### config.mk
export PLATFORM = sky130hd
export DESIGN_NAME = conv_stream_engine
export DESIGN_NICKNAME = d
export VERILOG_FILES = /design/src/rtl/conv_pkg.sv /design/src/rtl/conv_line_buffer.sv /design/src/rtl/conv_stream_engine.sv
export SDC_FILE = /design/constraint.sdc
export NUM_CORES = 1
export LEC_CHECK = 0
export CORE_UTILIZATION = 35
export CTS_CLUSTER_DIAMETER = 120
export DETAILED_ROUTE_END_ITERATION = 8
export GPL_ROUTABILITY_DRIVEN = 0
export SLEW_MARGIN = 20
export SYNTH_ARGS = -nofsm -noshare
export SYNTH_HDL_FRONTEND = slang
export SYNTH_SLANG_ARGS = --single-unit
### constraint.sdc
create_clock -name clk -period 16.9 [get_ports clk]
set_clock_uncertainty 0.05 [all_clocks]
set_input_delay 1.69 -clock clk [delete_from_list [all_inputs] [get_ports clk]]
set_output_delay 1.69 -clock clk [all_outputs]
set_load 0.05 [all_outputs]
### src/rtl/conv_pkg.sv
// Shared FSM state type and accumulator sizing for the streaming 2-D convolution engine.
// Types and constant functions only; no latency and no backpressure.
package conv_pkg;

    typedef enum logic [1:0] {
        IDLE = 2'd0,
        RUN  = 2'd1,
        DONE = 2'd2
    } conv_state_e;

    // Signed product width, plus carry growth over all taps, plus one guard bit.
    function automatic int conv_acc_width(input int data_w, input int coef_w, input int taps);
        return data_w + coef_w + $clog2(taps) + 1;
    endfunction

endpackage

### src/rtl/conv_line_buffer.sv
// One-row pixel delay line: the old entry is read and the new one written at the same address.
// Read is combinational and write lands on the clock edge; it has no backpressure and writes on every shift.
module conv_line_buffer
    import conv_pkg::*;
#(
    parameter int DEPTH = 10,
    parameter int WIDTH = 5
) (
    input  logic                                          clk,
    input  logic                                          wr_en,
    input  logic [((DEPTH > 1) ? $clog2(DEPTH) : 1)-1:0]  addr,
    input  logic [WIDTH-1:0]                              wr_data,
    output logic [WIDTH-1:0]                              rd_data
);

    logic [WIDTH-1:0] mem_q [DEPTH];

    assign rd_data = mem_q[addr];

    always_ff @(posedge clk) begin
        if (wr_en) begin
            mem_q[addr] <= wr_data;
        end
    end

endmodule

### src/rtl/conv_stream_engine.sv
// Streaming KxK convolution over a raster frame; the result registers 1 cycle after the completing pixel.
// in_ready drops while an unaccepted result is held, so a stalled out_ready stalls the pixel stream.
module conv_stream_engine
    import conv_pkg::*;
#(
    parameter int IMG_W  = 10,
    parameter int IMG_H  = 10,
    parameter int K      = 3,
    parameter int DATA_W = 5,
    parameter int COEF_W = 5,
    parameter int OUT_W  = 8,
    parameter int SHIFT  = 0
) (
    input  logic                                       clk,
    input  logic                                       rst_n,
    input  logic                                       start,
    output logic                                       busy,
    output logic                                       frame_done,
    input  logic                                       coef_we,
    input  logic [((K * K > 1) ? $clog2(K * K) : 1)-1:0] coef_addr,
    input  logic [COEF_W-1:0]                          coef_data,
    input  logic                                       in_valid,
    output logic                                       in_ready,
    input  logic [DATA_W-1:0]                          in_data,
    output logic                                       out_valid,
    input  logic                                       out_ready,
    output logic [OUT_W-1:0]                           out_data
);

    localparam int KK    = K * K;
    localparam int AW    = (KK > 1) ? $clog2(KK) : 1;
    localparam int CW    = (IMG_W > 1) ? $clog2(IMG_W) : 1;
    localparam int RW    = (IMG_H > 1) ? $clog2(IMG_H) : 1;
    localparam int PW    = $clog2(IMG_W * IMG_H + 1);
    localparam int ACC_W = conv_acc_width(DATA_W, COEF_W, KK);
    localparam int NOUT  = (IMG_W - K + 1) * (IMG_H - K + 1);

    localparam logic [AW-1:0]            TAPS     = AW'(KK);
    localparam logic [CW-1:0]            COL_LAST = CW'(IMG_W - 1);
    localparam logic [CW-1:0]            KM1_C    = CW'(K - 1);
    localparam logic [RW-1:0]            KM1_R    = RW'(K - 1);
    localparam logic [PW-1:0]            TOTAL    = PW'(IMG_W * IMG_H);
    localparam logic [PW-1:0]            OUT_LAST = PW'(NOUT - 1);
    localparam logic signed [ACC_W-1:0]  SAT_MAX  = ACC_W'((1 << OUT_W) - 1);

    conv_state_e              state_q, state_d;
    logic [CW-1:0]            col_q, col_d;
    logic [RW-1:0]            row_q, row_d;
    logic [PW-1:0]            pix_cnt_q, pix_cnt_d;
    logic [PW-1:0]            out_cnt_q, out_cnt_d;
    logic signed [COEF_W-1:0] coef_q [KK];
    logic signed [COEF_W-1:0] coef_d [KK];
    logic [DATA_W-1:0]        win_q [K][K];
    logic [DATA_W-1:0]        win_d [K][K];
    logic [DATA_W-1:0]        col_px [K];
    logic                     out_valid_q, out_valid_d;
    logic [OUT_W-1:0]         out_data_q, out_data_d;
    logic signed [ACC_W-1:0]  acc;
    logic signed [ACC_W-1:0]  shifted;
    logic [OUT_W-1:0]         sat_val;
    logic                     in_fire;
    logic                     out_fire;
    logic                     win_vld;

    assign in_ready   = (state_q == RUN) && (!out_valid_q || out_ready) && (pix_cnt_q < TOTAL);
    assign in_fire    = in_valid && in_ready;
    assign out_fire   = out_valid_q && out_ready;
    assign busy       = (state_q != IDLE);
    assign frame_done = (state_q == DONE);
    assign out_valid  = out_valid_q;
    assign out_data   = out_data_q;

    // col_px[K-1] is the incoming pixel; lower indices are the same column from older rows.
    assign col_px[K-1] = in_data;

    for (genvar j = 0; j < K - 1; j++) begin : g_lb
        conv_line_buffer #(
            .DEPTH (IMG_W),
            .WIDTH (DATA_W)
        ) u_lb (
            .clk     (clk),
            .wr_en   (in_fire),
            .addr    (col_q),
            .wr_data (col_px[K-1-j]),
            .rd_data (col_px[K-2-j])
        );
    end

    always_comb begin
        win_d = win_q;
        if (in_fire) begin
            for (int m = 0; m < K; m++) begin
                for (int n = 0; n < K - 1; n++) begin
                    win_d[m][n] = win_q[m][n + 1];
                end
                win_d[m][K - 1] = col_px[m];
            end
        end
    end

    // The MAC sees the post-shift window so the result can load on the accepting edge.
    always_comb begin
        acc = '0;
        for (int m = 0; m < K; m++) begin
            for (int n = 0; n < K; n++) begin
                acc = acc + ACC_W'($signed({1'b0, win_d[m][n]})) * ACC_W'(coef_q[m * K + n]);
            end
        end
        shifted = acc >>> SHIFT;
        if (shifted[ACC_W-1]) begin
            sat_val = '0;
        end else if (shifted > SAT_MAX) begin
            sat_val = '1;
        end else begin
            sat_val = shifted[OUT_W-1:0];
        end
    end

    always_comb begin
        state_d     = state_q;
        col_d       = col_q;
        row_d       = row_q;
        pix_cnt_d   = pix_cnt_q;
        out_cnt_d   = out_cnt_q;
        coef_d      = coef_q;
        out_valid_d = out_valid_q;
        out_data_d  = out_data_q;
        win_vld     = 1'b0;

        case (state_q)
            IDLE: begin
                if (start) begin
                    state_d   = RUN;
                    col_d     = '0;
                    row_d     = '0;
                    pix_cnt_d = '0;
                    out_cnt_d = '0;
                end
            end
            RUN: begin
                if (out_fire && (out_cnt_q == OUT_LAST)) begin
                    state_d = DONE;
                end
            end
            DONE:    state_d = IDLE;
            default: state_d = IDLE;
        endcase

        if ((state_q == IDLE) && coef_we && (coef_addr < TAPS)) begin
            coef_d[coef_addr] = coef_data;
        end

        if (in_fire) begin
            pix_cnt_d = pix_cnt_q + 1'b1;
            if (col_q == COL_LAST) begin
                col_d = '0;
                row_d = row_q + 1'b1;
            end else begin
                col_d = col_q + 1'b1;
            end
            // Columns below K-1 would mix the tail of the previous row into the window.
            win_vld = (row_q >= KM1_R) && (col_q >= KM1_C);
        end

        if (out_fire) begin
            out_valid_d = 1'b0;
            out_cnt_d   = out_cnt_q + 1'b1;
        end
        if (win_vld) begin
            out_valid_d = 1'b1;
            out_data_d  = sat_val;
        end
    end

    always_ff @(posedge clk or negedge rst_n) begin
        if (!rst_n) begin
            state_q     <= IDLE;
            col_q       <= '0;
            row_q       <= '0;
            pix_cnt_q   <= '0;
            out_cnt_q   <= '0;
            coef_q      <= '{default: '0};
            win_q       <= '{default: '0};
            out_valid_q <= 1'b0;
            out_data_q  <= '0;
        end else begin
            state_q     <= state_d;
            col_q       <= col_d;
            row_q       <= row_d;
            pix_cnt_q   <= pix_cnt_d;
            out_cnt_q   <= out_cnt_d;
            coef_q      <= coef_d;
            win_q       <= win_d;
            out_valid_q <= out_valid_d;
            out_data_q  <= out_data_d;
        end
    end

endmodule

Yosys cells after proc, flatten, opt, wreduce, memory -nomap -nowiden
Memories as Yosys holds them, arrays and structs flattened.
Cells that the tools add are included.
{"block": "classes", "add_sub_neg": 12, "mul": 9, "order_cmp": 7, "eq_ne": 6, "n_mux": 26, "n_bitwise": 1, "reduce_logical": 21}
{"operator": "$mul 6x5->11", "count": 9}
{"operator": "$add 15x11->15", "count": 4}
{"operator": "$bwmux 45", "count": 1}
{"operator": "$mux 45", "count": 1}
{"operator": "$mux 4", "count": 8}
{"operator": "$mux 7", "count": 4}
{"operator": "$demux 5 s4", "count": 1}
{"operator": "$mux 8", "count": 2}
{"operator": "$add 14x11->15", "count": 1}
{"operator": "$gt 15x9->1 const B", "count": 1}
{"operator": "$add 13x11->14", "count": 1}
{"operator": "$add 7x1->7 const B", "count": 2}
{"operator": "$add 12x11->13", "count": 1}
{"operator": "$add 11x11->12", "count": 1}
{"operator": "$reduce_bool 2->1", "count": 6}
{"operator": "$logic_and 1x1->1", "count": 9}
{"operator": "$add 4x1->4 const B", "count": 2}
{"operator": "$ge 4x2->1 const B", "count": 2}
{"operator": "$eq 7x6->1 const B", "count": 1}
{"operator": "$lt 7x7->1 const B", "count": 1}
{"operator": "$reduce_and 2->1", "count": 3}
{"operator": "$ge 5x5->1 const B", "count": 1}
{"operator": "$lt 5x1->1 const B", "count": 1}
{"operator": "$mux 1", "count": 5}
{"operator": "13 further kinds", "count": 14}
{"block": "word_totals", "reg_bits": 123, "mem_bits_rw": 100, "input_bits": 20, "output_inout_bits": 12, "elab_cells": 109, "mem_count": 2}
{"name": "g_lb[0].u_lb.mem_q", "words": 10, "word_bits": 5, "rd": 1, "rd_ports_with_merged_regs": 0, "wr": 1, "line_no": "conv_line_buffer.sv:16", "source": "logic [WIDTH-1:0] mem_q [DEPTH];"}
{"name": "g_lb[1].u_lb.mem_q", "words": 10, "word_bits": 5, "rd": 1, "rd_ports_with_merged_regs": 0, "wr": 1, "line_no": "conv_line_buffer.sv:16"}

Depth between registers and ports, before layout
{"block": "depth", "word_depth": 18, "depth_mapped": 33, "mapped_depth_nobuf": 32}

Hierarchy
From an unflattened synthesis, not the netlist that was laid out.
{"block": "unflattened", "cells_unflattened": 1755, "hier_area_um2": 19277.2}
{"module": "conv_stream_engine", "instances": 1, "cells_per_inst": 1527, "area_each_um2": 15175.8, "seq_area_each_um2": 3078.0}
{"module": "conv_line_buffer", "instances": 2, "cells_per_inst": 114, "area_each_um2": 2050.7, "seq_area_each_um2": 1501.4}

Worst setup path after synthesis
Ideal clock, no wire load.
{"block": "synth_path", "kind": "input port to flip-flop", "start": "in out_ready", "end": "reg out_data_q[0] (netlist: out_data[0])", "setup_ns": 0.147, "arrival_time_ns": 9.329, "required_time_ns": 16.703, "setup_slack_ns": 7.373, "stages": 27, "n_path_buf": 1, "cell_sequence": "nand2b_1 -> nand2_1 -> nor3b_2 -> buf_2 -> mux2i_1 -> nor2b_1 -> fa_1 -> inv_1 -> fa_1 -> fa_1 -> inv_1 -> fa_1 -> fa_1 -> inv_1 -> fa_1 -> fa_1 -> fa_1 -> inv_1 -> fa_1 -> ha_1 -> a211oi_1 -> o21ai_0 -> a211oi_1 -> nor2_1 -> xor2_1 -> nor4_4 -> a311oi_1"}
{"block": "synth_between", "elab_chain_cells": 17, "elab_cells_between_ends": 26, "classes_between": "add/sub: 8; mul: 9; order compare: 1; mux: 4; reduce/logical: 4"}
{"item": "start, declared", "line_no": "conv_stream_engine.sv:26", "source": "input logic out_ready,"}
{"item": "$logic_or 1x1->1 *", "line_no": "conv_stream_engine.sv:65", "source": "assign in_ready = (state_q == RUN) && (!out_valid_q || out_ready) && (pix_cnt_q < TOTAL);"}
{"item": "$logic_and 1x1->1 * (2 in series)", "line_no": "conv_stream_engine.sv:65"}
{"item": "$logic_and 1x1->1 *", "line_no": "conv_stream_engine.sv:66", "source": "assign in_fire = in_valid && in_ready;"}
{"item": "$mux 45", "line_no": "conv_stream_engine.sv:91", "source": "if (in_fire) begin"}
{"item": "$mul 6x5->11", "line_no": "conv_stream_engine.sv:106", "source": "acc = acc + ACC_W'($signed({1'b0, win_d[m][n]})) * ACC_W'(coef_q[m * K + n]);"}
{"item": "$add 11x11->12", "line_no": "conv_stream_engine.sv:106"}
{"item": "$add 12x11->13", "line_no": "conv_stream_engine.sv:106"}
{"item": "$add 13x11->14", "line_no": "conv_stream_engine.sv:106"}
{"item": "$add 14x11->15", "line_no": "conv_stream_engine.sv:106"}
{"item": "$add 15x11->15 (4 in series)", "line_no": "conv_stream_engine.sv:106"}
{"item": "$gt 15x9->1", "line_no": "conv_stream_engine.sv:112", "source": "end else if (shifted > SAT_MAX) begin"}
{"item": "$mux 8", "line_no": "conv_stream_engine.sv:112"}
{"item": "$mux 8", "line_no": "conv_stream_engine.sv:110", "source": "if (shifted[ACC_W-1]) begin"}
{"item": "end signal, assigned", "line_no": "conv_stream_engine.sv:195", "source": "out_data_q <= out_data_d;"}
{"item": "end, declared", "line_no": "conv_stream_engine.sv:57", "source": "logic [OUT_W-1:0] out_data_q, out_data_d;"}
Every way passes the cells marked *; elsewhere a longest branch is shown, timed or not.
A chain may end at the register's enable or synchronous reset.

Worst setup path after layout
Ends and elaborated chain as after synthesis.

==> results.yml <==
cts:
  cts_made_buffers: 25
  cts_tree: "built"
  ctsResizeCount: 0
  cts_hold_buf: 0
  h-tree-depth: 1
  post_cts_buffers: 0
  clk_pin_slew_worst_paths_ps: 60
  clk_path_buf_depth: 3
  clk_latency_ps: 570
  cts_root_buf: "clkbuf_16"
  cts.sinks: 223
setup_path:
  critical_path.max_fanout: 34
  cp.required_ps: 17260
  arrival_ps: 10810
  start_kind: "input port"
  setup.worst_path.end_class: "register"
  crit_type: "input port to register"
sta:
  rsz0062_at_grt: "no"
  hold_viol_final: 0
  setup_ws_ps: 6450
  clock.fmax_mhz: 95.7
  drv_slew: 0
  tightest_slew_ps: 1050
  finalCritPeriodShare_pct: 61.9
  final-setup-viol-count: 0
  relSlewSlack_pct: 29.6
  layout_min_cycle_time_ps: 10450
  tns_ps: 0
floorplan:
  rows: 85
  coreArea_mm2: 0.0537
  die_area_mm2: 0.0553
  io_pins: 32
  die_h_um: 235
  start_util_pct: 35.4
  fp.dieW_um: 235
flow_run:
  max-cap-violations: 0
routing:
  finalWirelength_um: 45100
  dr_total_vias: 11775
  drc: 0
  drt-vias-per-instance: 4.76
  ant_nets: 0
  drtIter0Drc: 630
  firstDrtPassIters: 5
  wl_per_cell_um: 18.2
layout:
  area_growth_pct: 10.6
  diodes: 0
  layout_commonest_cell: "inv_1"
  mostFrequentLayoutCells: "381 x inv_1, 257 x fa_1, 181 x nand2_1"
  n_fill_cell: 5114
  fin_nets: 2179
  fin_util_pct: 39.2
  drive_gt1_share_pct: 8.10
synth:
  synth-async-reset-ratio_pct: 55.2
  syn-num-nets: 2136
  yosysWarnings: 0
  synth_edf_count: 100
  synthMuxAreaShare_pct: 6.68
  netlist_instances: 1716
  synth_xor_xnor_area_share_pct: 1.55
  syn_avg_cell_area_um2: 11.1
  ys_seq_area_share_pct: 32.0
  synth.top_cell.area_share_pct: 27.0
  synthAdderAreaFrac_pct: 36.6
  synthFlopType: "dfrtp_1"
  synth_area_leaders: "fa_1 27%, dfrtp_1 16%, edfxtp_1 16%"
  synth.cell_area_mm2: 0.0190
  synth_top_area_cell: "fa_1"
  synth_top_family_by_area: "adder cells"
  synth_compound_area_share_pct: 3.18
  yosys.area_share.simple_pct: 11.7
  yosysUniqueCellTypes: 57
  ys_seq_elements: 223
grt:
  globalRouteTotalUtil_pct: 17.1
  overflow: 0
  grt_pass1_vias: 12495
  antenna_found_initial: 0
  grt_pass1_wl_um: 72800
  grt_start_max_net_pins: 72
run_status:
  status: "complete, no violations"
worst_hold_path:
  hold_class: "register to register"
placed_design:
  dp_slack_ps: 5930
  port_buffers: 31
  dp_hpwl_um: 36100
worst max-delay path: stages:
cell             delay (ps)
clkdlybuf4s50_1         520
nand2b_1                210
nand2_1                 130
nor3b_4                 180
buf_4                   380
mux2i_1                 540
nor2b_1                 140
fa_1                    540
fa_1                    600
inv_1                    70
fa_1                    530
inv_1                    50
fa_1                    490
fa_1                    520
fa_1                    590
fa_1                    460
fa_1                    490
inv_1                    50
fa_1                    470
inv_1                    50
ha_1                    340
o21ai_0                 220
o21ai_0                 150
a211oi_1                340
nor2_1                  120
xor2_1                  190
nor4_4                  490
a311oi_1                200
flip-flops by register name, summed over array words and instances (netlist names):
name             count
out_data             8
col_q                4
g_lb.u_lb.mem_q    100
row_q                4
out_cnt_q            7
out_valid            1
state_q              2
coef_q              45
win_q               45
pix_cnt_q            7
kinds of logic after synthesis:
family	Yosys count
AOI/OAI and AO/OA	97
xor gates and xnor gates	32
adders and majority gates	402
buffers and inverters	412
DFF	223
muxes	95
and+or+nand+nor	455
metrics by stage:
step | cells | cell area [µm²] | hold slack, ps
5_1_grt | 2474 | 21000 | 454
4_1_cts | 2474 | 21000 | 423
6_report | 2474 | 21000 | 426
3_5_place_dp | 2428 | 20200 | 416
2_1_floorplan | 1716 | 19000 | 391
3_3_place_gp | 2428 | 20200 | 409
final cells by class:
type / instances / area (µm²) / share of cell area, %
Clock buffer: 35 / 683 / 3.25
Sequential cell: 223 / 6080 / 28.9
Inverter: 384 / 1450 / 6.89
Clock inverter: 11 / 150 / 0.714
Tap cell: 696 / 871 / 4.14
Timing Repair Buffer: 44 / 409 / 1.95
Multi-Input combinational cell: 1081 / 11400 / 54.1
synthesized netlist by cell type, drive strengths merged (3+ instances only):
master    n
inv     382
fa      257
nand2   182
ha      143
dfrtp   123
edfxtp  100
nor2     78
and2     77
nor2b    62
mux2     50
o21ai    42
mux2i    25
mux4     20
nand3    20
xnor2    20
clkbuf   17
a21oi    16
buf      11
xor2     11
a211oi    9
a311oi    9
nor3      7
or2       6
and3      5
o31ai     5
nor3b     4
a21o      3
nor4      3
path summary, 6_finish.rpt:
check                      startpoint      endpoint  slack, ps  cells past startpoint
setup / recovery            out_ready   out_data[0]       6450                     28
hold / removal             state_q[1]    state_q[0]        430                      1
setup reg to reg             col_q[0]   out_data[0]       6830                     28
hold reg to reg            state_q[1]    state_q[0]        430                      1
max in group asynchronous       rst_n     win_q[25]      14470                      2
min in group asynchronous       rst_n  out_cnt_q[3]       1070                      1
metal layers:
metal	GRT usage, %	wire, µm
met1	24.7	21100
met2	27.0	20800
met3	2.45	2140
met4	3.87	1090
met5	0	0
Power is left out: the tool's default activity adds up to more than one toggle a clock period on the data nets, which glitch-free logic cannot reach.
